===== config.mk =====
export PLATFORM = sky130hd
export DESIGN_NAME = motion_sequencer
export DESIGN_NICKNAME = d
export VERILOG_FILES = /design/src/rtl/motion_pkg.sv /design/src/rtl/tick_gen.sv /design/src/rtl/motion_sequencer.sv
export SDC_FILE = /design/constraint.sdc
export NUM_CORES = 1
export LEC_CHECK = 0
export CORE_ASPECT_RATIO = 1.5
export CORE_MARGIN = 10
export CORE_UTILIZATION = 45
export CTS_CLUSTER_DIAMETER = 200
export DETAILED_ROUTE_END_ITERATION = 16
export MAX_ROUTING_LAYER = met4
export PLACE_DENSITY_LB_ADDON = 0.15
export SLEW_MARGIN = 20
export SYNTH_ARGS = -nofsm -noshare
export SYNTH_HDL_FRONTEND = slang
export SYNTH_SLANG_ARGS = --single-unit

===== constraint.sdc =====
create_clock -name clk -period 12.05 [get_ports clk]
set_input_delay 3.615 -clock clk [delete_from_list [all_inputs] [get_ports clk]]
set_output_delay 3.615 -clock clk [all_outputs]
set_load 0.02 [all_outputs]

===== src/rtl/motion_pkg.sv =====
// motion_pkg: shared types and constants for the motion sequencer.
//   cmd_e   - remote command codes as delivered by the IR decoder
//   state_e - sequencer FSM states
//   VEL_MAX - magnitude limit of the signed target velocity
package motion_pkg;

  typedef enum logic [2:0] {
    CMD_ON    = 3'd0,
    CMD_OFF   = 3'd1,
    CMD_FWD   = 3'd2,
    CMD_BWD   = 3'd3,
    CMD_LEFT  = 3'd4,
    CMD_RIGHT = 3'd5,
    CMD_STOP  = 3'd6,
    CMD_RSVD  = 3'd7
  } cmd_e;

  typedef enum logic [1:0] {
    ST_OFF   = 2'd0,
    ST_RUN   = 2'd1,
    ST_BRAKE = 2'd2
  } state_e;

  localparam int VEL_MAX = 255;

endpackage


===== src/rtl/tick_gen.sv =====
// tick_gen: divides clk down to a one-cycle tick at TICK_HZ.
//   clk   - system clock
//   rst_n - asynchronous active-low reset (divider returns to 0)
//   tick  - high for one clk each time the divider sits at DIV-1
module tick_gen #(
  parameter int CLK_HZ  = 25000000,
  parameter int TICK_HZ = 256
) (
  input  logic clk,
  input  logic rst_n,
  output logic tick
);

  localparam int DIV = (CLK_HZ / TICK_HZ < 1) ? 1 : CLK_HZ / TICK_HZ;
  localparam int CW  = (DIV > 1) ? $clog2(DIV) : 1;
  localparam logic [CW-1:0] LAST = CW'(DIV - 1);

  logic [CW-1:0] count_reg;

  always_ff @(posedge clk or negedge rst_n) begin
    if (!rst_n) begin
      count_reg <= '0;
    end else if (count_reg == LAST) begin
      count_reg <= '0;
    end else begin
      count_reg <= count_reg + CW'(1);
    end
  end

  assign tick = (count_reg == LAST);

endmodule


===== src/rtl/motion_sequencer.sv =====
// motion_sequencer: turns remote commands into a signed target velocity and a
// steering setpoint, then slews motor_dc toward the target on each tick with
// bounded acceleration, braking to zero before any direction reversal.
// Also applies an obstacle stop and a command watchdog.
//   clk, rst_n               - clock, asynchronous active-low reset
//   cmd_valid/cmd_ready/cmd  - command stream (never backpressured)
//   obst_valid/can_move_fwd  - obstacle sensor update strobe and value
//   motor_dc, direction      - speed magnitude and sign (1 = forward)
//   servo_dc                 - steering duty cycle
//   ctl_valid                - pulses with every change of the three outputs
//   running                  - state is not OFF
module motion_sequencer
  import motion_pkg::*;
#(
  parameter int CLK_HZ        = 25000000,
  parameter int TICK_HZ       = 256,
  parameter int SPEED_STEP    = 8,
  parameter int ACCEL         = 1,
  parameter int SERVO_STEP    = 4,
  parameter int SERVO_MIN     = 64,
  parameter int SERVO_CTR     = 128,
  parameter int SERVO_MAX     = 192,
  parameter int TIMEOUT_TICKS = 128
) (
  input  logic       clk,
  input  logic       rst_n,
  input  logic       cmd_valid,
  output logic       cmd_ready,
  input  logic [2:0] cmd,
  input  logic       obst_valid,
  input  logic       can_move_fwd,
  output logic [7:0] motor_dc,
  output logic       direction,
  output logic [7:0] servo_dc,
  output logic       ctl_valid,
  output logic       running
);

  localparam logic [7:0]        ACCEL_B    = 8'(ACCEL);
  localparam logic [7:0]        SSTEP_B    = 8'(SERVO_STEP);
  localparam logic [7:0]        SMIN_B     = 8'(SERVO_MIN);
  localparam logic [7:0]        SCTR_B     = 8'(SERVO_CTR);
  localparam logic [7:0]        SMAX_B     = 8'(SERVO_MAX);
  localparam logic [8:0]        SSTEP_W    = 9'(SERVO_STEP);
  localparam logic [8:0]        SMIN_W     = 9'(SERVO_MIN);
  localparam logic [8:0]        SMAX_W     = 9'(SERVO_MAX);
  localparam logic signed [9:0] VSTEP_W    = 10'(SPEED_STEP);
  localparam logic signed [9:0] VMAX_W     = 10'(VEL_MAX);
  localparam logic signed [8:0] VMAX_T     = 9'(VEL_MAX);
  localparam int                WW         = $clog2(TIMEOUT_TICKS + 1);
  localparam logic [WW-1:0]     WD_LIMIT   = WW'(TIMEOUT_TICKS);

  logic tick;

  tick_gen #(
    .CLK_HZ (CLK_HZ),
    .TICK_HZ(TICK_HZ)
  ) u_tick_gen (
    .clk  (clk),
    .rst_n(rst_n),
    .tick (tick)
  );

  state_e              state_reg, state_next;
  logic [7:0]          motor_reg, motor_next;
  logic                dir_reg, dir_next;
  logic [7:0]          servo_reg, servo_next;
  logic signed [8:0]   tv_reg, tv_next;
  logic [WW-1:0]       wdog_reg, wdog_next;
  logic                clear_reg, clear_next;  // latched can_move_fwd
  logic                ctl_reg, ctl_next;

  logic                cmd_fire;
  logic [7:0]          tv_mag;
  logic                tv_dir;
  logic                tv_match;
  logic signed [9:0]   tv_up, tv_dn;
  logic signed [8:0]   tv_fwd, tv_bwd;

  assign cmd_ready = rst_n;
  assign cmd_fire  = cmd_valid && cmd_ready;

  // Sign/magnitude view of the pre-command target; zero matches either direction.
  assign tv_mag   = tv_reg[8] ? 8'(-tv_reg) : tv_reg[7:0];
  assign tv_dir   = ~tv_reg[8];
  assign tv_match = (tv_reg == '0) || (tv_dir == dir_reg);

  // Saturating target updates; forward motion is capped at 0 while blocked.
  assign tv_up = 10'(tv_reg) + VSTEP_W;
  assign tv_dn = 10'(tv_reg) - VSTEP_W;

  always_comb begin
    tv_fwd = (tv_up > VMAX_W) ? VMAX_T : tv_up[8:0];
    if (!clear_reg && tv_fwd > 9'sd0) begin
      tv_fwd = '0;
    end
    tv_bwd = (tv_dn < -VMAX_W) ? -VMAX_T : tv_dn[8:0];
  end

  always_ff @(posedge clk or negedge rst_n) begin
    if (!rst_n) begin
      state_reg <= ST_OFF;
      motor_reg <= '0;
      dir_reg   <= 1'b1;
      servo_reg <= SCTR_B;
      tv_reg    <= '0;
      wdog_reg  <= '0;
      clear_reg <= 1'b1;
      ctl_reg   <= 1'b0;
    end else begin
      state_reg <= state_next;
      motor_reg <= motor_next;
      dir_reg   <= dir_next;
      servo_reg <= servo_next;
      tv_reg    <= tv_next;
      wdog_reg  <= wdog_next;
      clear_reg <= clear_next;
      ctl_reg   <= ctl_next;
    end
  end

  // Priority: tick ramp (on pre-command values), then command, then obstacle.
  always_comb begin
    state_next = state_reg;
    motor_next = motor_reg;
    dir_next   = dir_reg;
    servo_next = servo_reg;
    tv_next    = tv_reg;
    wdog_next  = wdog_reg;
    clear_next = clear_reg;

    if (tick && state_reg != ST_OFF) begin
      if (state_reg == ST_RUN) begin
        if (tv_match) begin
          if (motor_reg < tv_mag) begin
            motor_next = (tv_mag - motor_reg > ACCEL_B) ? motor_reg + ACCEL_B : tv_mag;
          end else if (motor_reg > tv_mag) begin
            motor_next = (motor_reg - tv_mag > ACCEL_B) ? motor_reg - ACCEL_B : tv_mag;
          end
        end else if (motor_reg != '0) begin
          state_next = ST_BRAKE;
        end else begin
          // Standing still: flip now, accelerate from the next tick.
          dir_next = tv_dir;
        end
      end else begin
        if (tv_match) begin
          state_next = ST_RUN;
        end else if (motor_reg > ACCEL_B) begin
          motor_next = motor_reg - ACCEL_B;
        end else begin
          motor_next = '0;
          dir_next   = tv_dir;
          state_next = ST_RUN;
        end
      end

      // Timeout only zeroes the target; the ramp then decelerates normally.
      if (wdog_reg != WD_LIMIT) begin
        wdog_next = wdog_reg + WW'(1);
        if (wdog_reg + WW'(1) == WD_LIMIT) begin
          tv_next = '0;
        end
      end
    end

    if (cmd_fire) begin
      wdog_next = '0;
      if (state_reg == ST_OFF) begin
        if (cmd_e'(cmd) == CMD_ON) begin
          state_next = ST_RUN;
          tv_next    = '0;
          servo_next = SCTR_B;
        end
      end else begin
        case (cmd_e'(cmd))
          CMD_OFF: begin
            state_next = ST_OFF;
            motor_next = '0;
            dir_next   = dir_reg;
            tv_next    = '0;
            servo_next = SCTR_B;
          end
          CMD_STOP: begin
            state_next = ST_RUN;
            motor_next = '0;
            dir_next   = dir_reg;
            tv_next    = '0;
          end
          CMD_FWD:   tv_next = tv_fwd;
          CMD_BWD:   tv_next = tv_bwd;
          CMD_LEFT:  servo_next = ({1'b0, servo_reg} < SMIN_W + SSTEP_W) ? SMIN_B : servo_reg - SSTEP_B;
          CMD_RIGHT: servo_next = ({1'b0, servo_reg} + SSTEP_W > SMAX_W) ? SMAX_B : servo_reg + SSTEP_B;
          default: ;
        endcase
      end
    end

    if (obst_valid) begin
      clear_next = can_move_fwd;
      if (!can_move_fwd && state_next != ST_OFF) begin
        if (dir_next) begin
          motor_next = '0;
          state_next = ST_RUN;
        end
        if (tv_next > 9'sd0) begin
          tv_next = '0;
        end
      end
    end

    ctl_next = (motor_next != motor_reg) || (dir_next != dir_reg) || (servo_next != servo_reg);
  end

  assign motor_dc  = motor_reg;
  assign direction = dir_reg;
  assign servo_dc  = servo_reg;
  assign ctl_valid = ctl_reg;
  assign running   = (state_reg != ST_OFF);

endmodule


==> flow_summary.html <==
<table>
<tr><th>Metric</th><th>Value</th></tr>
<tr><th colspan="2">Die</th></tr>
<tr><td>Area of the die</td><td>18110 µm²</td></tr>
<tr><td>Total number of placement rows</td><td>51</td></tr>
<tr><td>Count of pins on the block boundary</td><td>28</td></tr>
<tr><td>CORE AREA</td><td>12890 µm²</td></tr>
<tr><td>Die height</td><td>159.9 µm</td></tr>
<tr><td>Initial cell density of the core</td><td>0.4555</td></tr>
<tr><td>DIE WIDTH</td><td>between 100 and 150 µm</td></tr>
<tr><th colspan="2">Yosys</th></tr>
<tr><td>Largest cells by area after synthesis</td><td>sky130_fd_sc_hd__dfrtp_1 (22%), sky130_fd_sc_hd__ha_1 (6.0%), sky130_fd_sc_hd__a21oi_1 (4.6%)</td></tr>
<tr><td>Synth cell types</td><td>88</td></tr>
<tr><td>Post-Synthesis Mean Instance Area</td><td>just under 8 µm²</td></tr>
<tr><td>Area fraction of the dominant cell type after synthesis</td><td>0.2216</td></tr>
<tr><td>Post-synthesis instance total</td><td>763</td></tr>
<tr><td>Flops &amp; latches, synth</td><td>55</td></tr>
<tr><td>Count leader, synth</td><td>sky130_fd_sc_hd__nor2_1</td></tr>
<tr><td>Yosys warnings</td><td>0</td></tr>
<tr><td>Most frequent cells after synthesis</td><td>sky130_fd_sc_hd__nor2_1 (67), sky130_fd_sc_hd__nand2_1 (62), sky130_fd_sc_hd__a21oi_1 (54)</td></tr>
<tr><td>Dominant register cell in the synthesized netlist</td><td>sky130_fd_sc_hd__dfrtp_1</td></tr>
<tr><td>Syn nets</td><td>801</td></tr>
<tr><td>Synth async-reset ratio</td><td>1.000</td></tr>
<tr><td>Count of flip-flops with a built-in enable after synthesis</td><td>0</td></tr>
<tr><td>Sequential fraction of the synthesis area</td><td>0.2350</td></tr>
<tr><td>Cell taking the most area after synthesis</td><td>sky130_fd_sc_hd__dfrtp_1</td></tr>
<tr><td>Post-Synthesis Cell Area</td><td>5872 µm²</td></tr>
<tr><th colspan="2">Clock tree</th></tr>
<tr><td>Max Buffers Root-to-Sink</td><td>2</td></tr>
<tr><td>Clock sink count</td><td>55</td></tr>
<tr><td>CTS tree</td><td>built</td></tr>
<tr><td>Post-cts sizing count</td><td>0</td></tr>
<tr><td>Post-CTS repair timing setup buffer count</td><td>0</td></tr>
<tr><td>Number of H-tree levels</td><td>2</td></tr>
<tr><td>Clock Latency Late Sink</td><td>about 0.30 ns</td></tr>
<tr><td>Hold buffers post-CTS</td><td>0</td></tr>
<tr><td>Clk slew on worst S/H paths</td><td>approximately 0.070 ns</td></tr>
<tr><td>Root buf cell</td><td>sky130_fd_sc_hd__clkbuf_16</td></tr>
<tr><td>Number of buffers created by CTS</td><td>5</td></tr>
<tr><th colspan="2">Setup path</th></tr>
<tr><td>R2R depth</td><td>17</td></tr>
<tr><td>Highest net fanout along the worst path</td><td>61</td></tr>
<tr><td>Origin of the critical flop-to-flop path</td><td>tv_reg[0]</td></tr>
<tr><td>Critical R2R Capture</td><td>ctl_valid</td></tr>
<tr><td>Number of gates on the worst path with buffers counted</td><td>3</td></tr>
<tr><td>Kind of cell adding the most delay to the critical path</td><td>buffers and inverters</td></tr>
<tr><td>Crit path buffers/inverters</td><td>3</td></tr>
<tr><td>R2R Setup Slk</td><td>6.85 ns</td></tr>
<tr><td>Worst setup SP type</td><td>primary input</td></tr>
<tr><td>Critical path cell sequence</td><td>buf_2 -&gt; buf_4 -&gt; clkdlybuf4s50_1</td></tr>
<tr><td>Data arrival at the endpoint of the critical path</td><td>5.01 ns</td></tr>
<tr><td>Req. time, crit path</td><td>8.43 ns</td></tr>
<tr><td>Crit path largest cell delay</td><td>between 0.7 and 0.8 ns</td></tr>
<tr><td>Classification of the worst setup path</td><td>in2out</td></tr>
<tr><td>Critical path's slowest cell</td><td>sky130_fd_sc_hd__clkdlybuf4s50_1</td></tr>
<tr><td>Critical path capture point type</td><td>primary output</td></tr>
<tr><th colspan="2">Power</th></tr>
<tr><td>Switching power of the nets</td><td>702.8 µW</td></tr>
<tr><td>Sequential share of power</td><td>0.222</td></tr>
<tr><td>Share of total power in combinational logic</td><td>0.653</td></tr>
<tr><td>Switching part of the total power</td><td>0.5230</td></tr>
<tr><td>Maximum ir drop on the vdd rail</td><td>0.1075 mV</td></tr>
<tr><td>Total internal power</td><td>approximately 640 µW</td></tr>
<tr><td>Static leakage power</td><td>2.495 nW</td></tr>
<tr><td>P per Cell Area</td><td>213.3 nW/µm²</td></tr>
<tr><td>Part of the power in the clock network</td><td>0.124</td></tr>
<tr><th colspan="2">Final layout</th></tr>
<tr><td>Final standard cell count with taps included and fillers excluded</td><td>911</td></tr>
<tr><td>Number of filler cells placed in the layout</td><td>1333</td></tr>
<tr><td>Max reg flops</td><td>17</td></tr>
<tr><td>Antenna diode count</td><td>0</td></tr>
<tr><td>Fraction of layout cells with a size suffix above 1</td><td>0.07048</td></tr>
<tr><td>Fin area</td><td>6300 µm²</td></tr>
<tr><td>Area Overhead vs Synth</td><td>7.287%</td></tr>
<tr><td>Layout Nets</td><td>789</td></tr>
<tr><th colspan="2">Global route</th></tr>
<tr><td>First-pass GRT wire length</td><td>29.46 mm</td></tr>
<tr><td>Total overflow reported by the global router</td><td>0</td></tr>
<tr><td>Antenna violations before repair</td><td>0</td></tr>
<tr><td>Largest net degree at the start of global routing</td><td>62</td></tr>
<tr><td>Number of global-route vias before repair</td><td>5867</td></tr>
<tr><td>Total global-route track usage</td><td>0.1974</td></tr>
<tr><th colspan="2">Job</th></tr>
<tr><td>Number of maximum-capacitance constraint violations</td><td>0</td></tr>
<tr><th colspan="2">Route</th></tr>
<tr><td>Wire length after detailed routing</td><td>between 15 and 20 mm</td></tr>
<tr><td>Post-route DRC</td><td>0</td></tr>
<tr><td>Wire per inst</td><td>19.51 µm</td></tr>
<tr><td>Length of the first detailed-routing pass in iterations</td><td>5</td></tr>
<tr><td>Drt initial violations</td><td>320</td></tr>
<tr><td>Via density per instance</td><td>around 6.4</td></tr>
<tr><td>Remaining number of nets flagged by the antenna check after routing</td><td>0</td></tr>
<tr><td>Routed vias</td><td>5836</td></tr>
<tr><th colspan="2">STA</th></tr>
<tr><td>Number of hold violations in the final report</td><td>0</td></tr>
<tr><td>Final clock period utilization by the worst path</td><td>0.7159</td></tr>
<tr><td>Post-Route Skew</td><td>0.01033 ns</td></tr>
<tr><td>Worst Max-Slew Pin Slew</td><td>0.8857 ns</td></tr>
<tr><td>Final setup fails</td><td>0</td></tr>
<tr><td>Total negative slack</td><td>0 ns</td></tr>
<tr><td>Worst slew margin relative to its limit</td><td>0.4074</td></tr>
<tr><td>Post-layout min period</td><td>8.626 ns</td></tr>
<tr><td>Top achievable clock speed</td><td>roughly 120 MHz</td></tr>
<tr><td>Setup repair after global routing missed its margin</td><td>false</td></tr>
<tr><td>Final-report max-slew violation count</td><td>0</td></tr>
<tr><th colspan="2">Hold path</th></tr>
<tr><td>Source of the worst hold timing path</td><td>u_tick_gen.count_reg[0]</td></tr>
<tr><td>Class of the worst hold path</td><td>reg2reg</td></tr>
<tr><td>Hold endpoint</td><td>u_tick_gen.count_reg[0]</td></tr>
<tr><td>Worst Hold Depth</td><td>1</td></tr>
<tr><th colspan="2">Place</th></tr>
<tr><td>Detailed placement HPWL</td><td>13.42 mm</td></tr>
<tr><td>Routability Congestion</td><td>0.9379</td></tr>
<tr><td>Count of input and output buffers</td><td>27</td></tr>
<tr><td>Cell area after placement</td><td>6126 µm²</td></tr>
<tr><td>Post-Place Cells</td><td>903</td></tr>
<tr><th colspan="2">Status</th></tr>
<tr><td>Result of the run</td><td>finished clean</td></tr>
</table>
-- worst max-delay path by stage --
stage	start	endpoint	slack (ns)
after detailed placement	rst_n	cmd_ready	3.36
final	rst_n	cmd_ready	3.42
after global placement	rst_n	cmd_ready	3.37
after CTS	rst_n	cmd_ready	3.36
after global routing	rst_n	cmd_ready	3.26
after floorplan	rst_n	cmd_ready	4.69
-- layout make-up --
cell class	count	area, µm²	area share
multi-input combinational	626	4145	0.6580
sequential	55	1380	0.2191
timing repair buffer	29	280.3	0.04449
tap	159	198.9	0.03158
clock buffer	6	128.9	0.02046
inverter	34	127.6	0.02026
clock inverter	2	38.79	0.006157
-- power groups by stage --
stage          registers, mW  clock network (mW)  logic [mW]
2_1_floorplan          0.263                   0       0.667
3_3_place_gp           0.299                   0       0.844
3_5_place_dp           0.300                   0       0.857
4_1_cts                0.296               0.171       0.861
5_1_grt                0.305               0.178       0.955
6_report               0.299               0.167       0.878
-- kinds of logic after synthesis --
| logic type | Yosys count | share of synthesized area |
|---|---|---|
| simple gates | 307 | 0.2832 |
| compound gates | 227 | 0.2566 |
| buf+inv | 82 | 0.06009 |
| flops | 55 | 0.2350 |
| xor+xnor | 44 | 0.06691 |
| fa+ha+maj | 30 | 0.06648 |
| mux | 18 | 0.03175 |
-- placed cells by master, fill, tap and decap left out, drive strengths merged, types with 7 or more instances in the layout --
cell / Yosys / layout
nand3: 32 / 32
xor2: 23 / 23
and2: 9 / 9
a21o: 7 / 7
a31oi: 14 / 14
ha: 28 / 28
and3: 12 / 12
o21a: 10 / 10
a211oi: 10 / 10
nand4: 13 / 13
nand2b: 11 / 11
dfrtp: 52 / 52
o211ai: 10 / 10
mux2i: 13 / 13
inv: 32 / 33
a22oi: 8 / 8
nor4: 12 / 12
or3: 11 / 11
clkdlybuf4s50: 0 / 26
nor3: 26 / 26
nor2b: 9 / 9
nor2: 67 / 67
nand2: 64 / 64
o21ai: 51 / 51
xnor2: 21 / 21
a21oi: 55 / 55
o31ai: 7 / 7
or2: 10 / 10
-- stage by stage --
stage	worst slack (ns)	utilization	hold WS, ns	power [mW]
3_5_place_dp	3.359	0.4752	0.4478	1.157
3_3_place_gp	3.368	0.4752	0.4439	1.143
4_1_cts	3.361	0.4883	0.4580	1.329
5_1_grt	3.263	0.4887	0.4850	1.438
6_report	3.424	0.4887	0.4560	1.344
2_1_floorplan	4.686	-	0.4244	0.9297
-- routing by layer --
layer / up-vias / track usage / wire length [µm]
met5: - / - / 0
met4: 0 / 0.1036 / 820
met3: 59 / 0.01650 / 721
met2: 197 / 0.3451 / 9198
met1: 2809 / 0.2156 / 7033
li1: 2771 / - / -
Power figures use the tool's default switching activity.
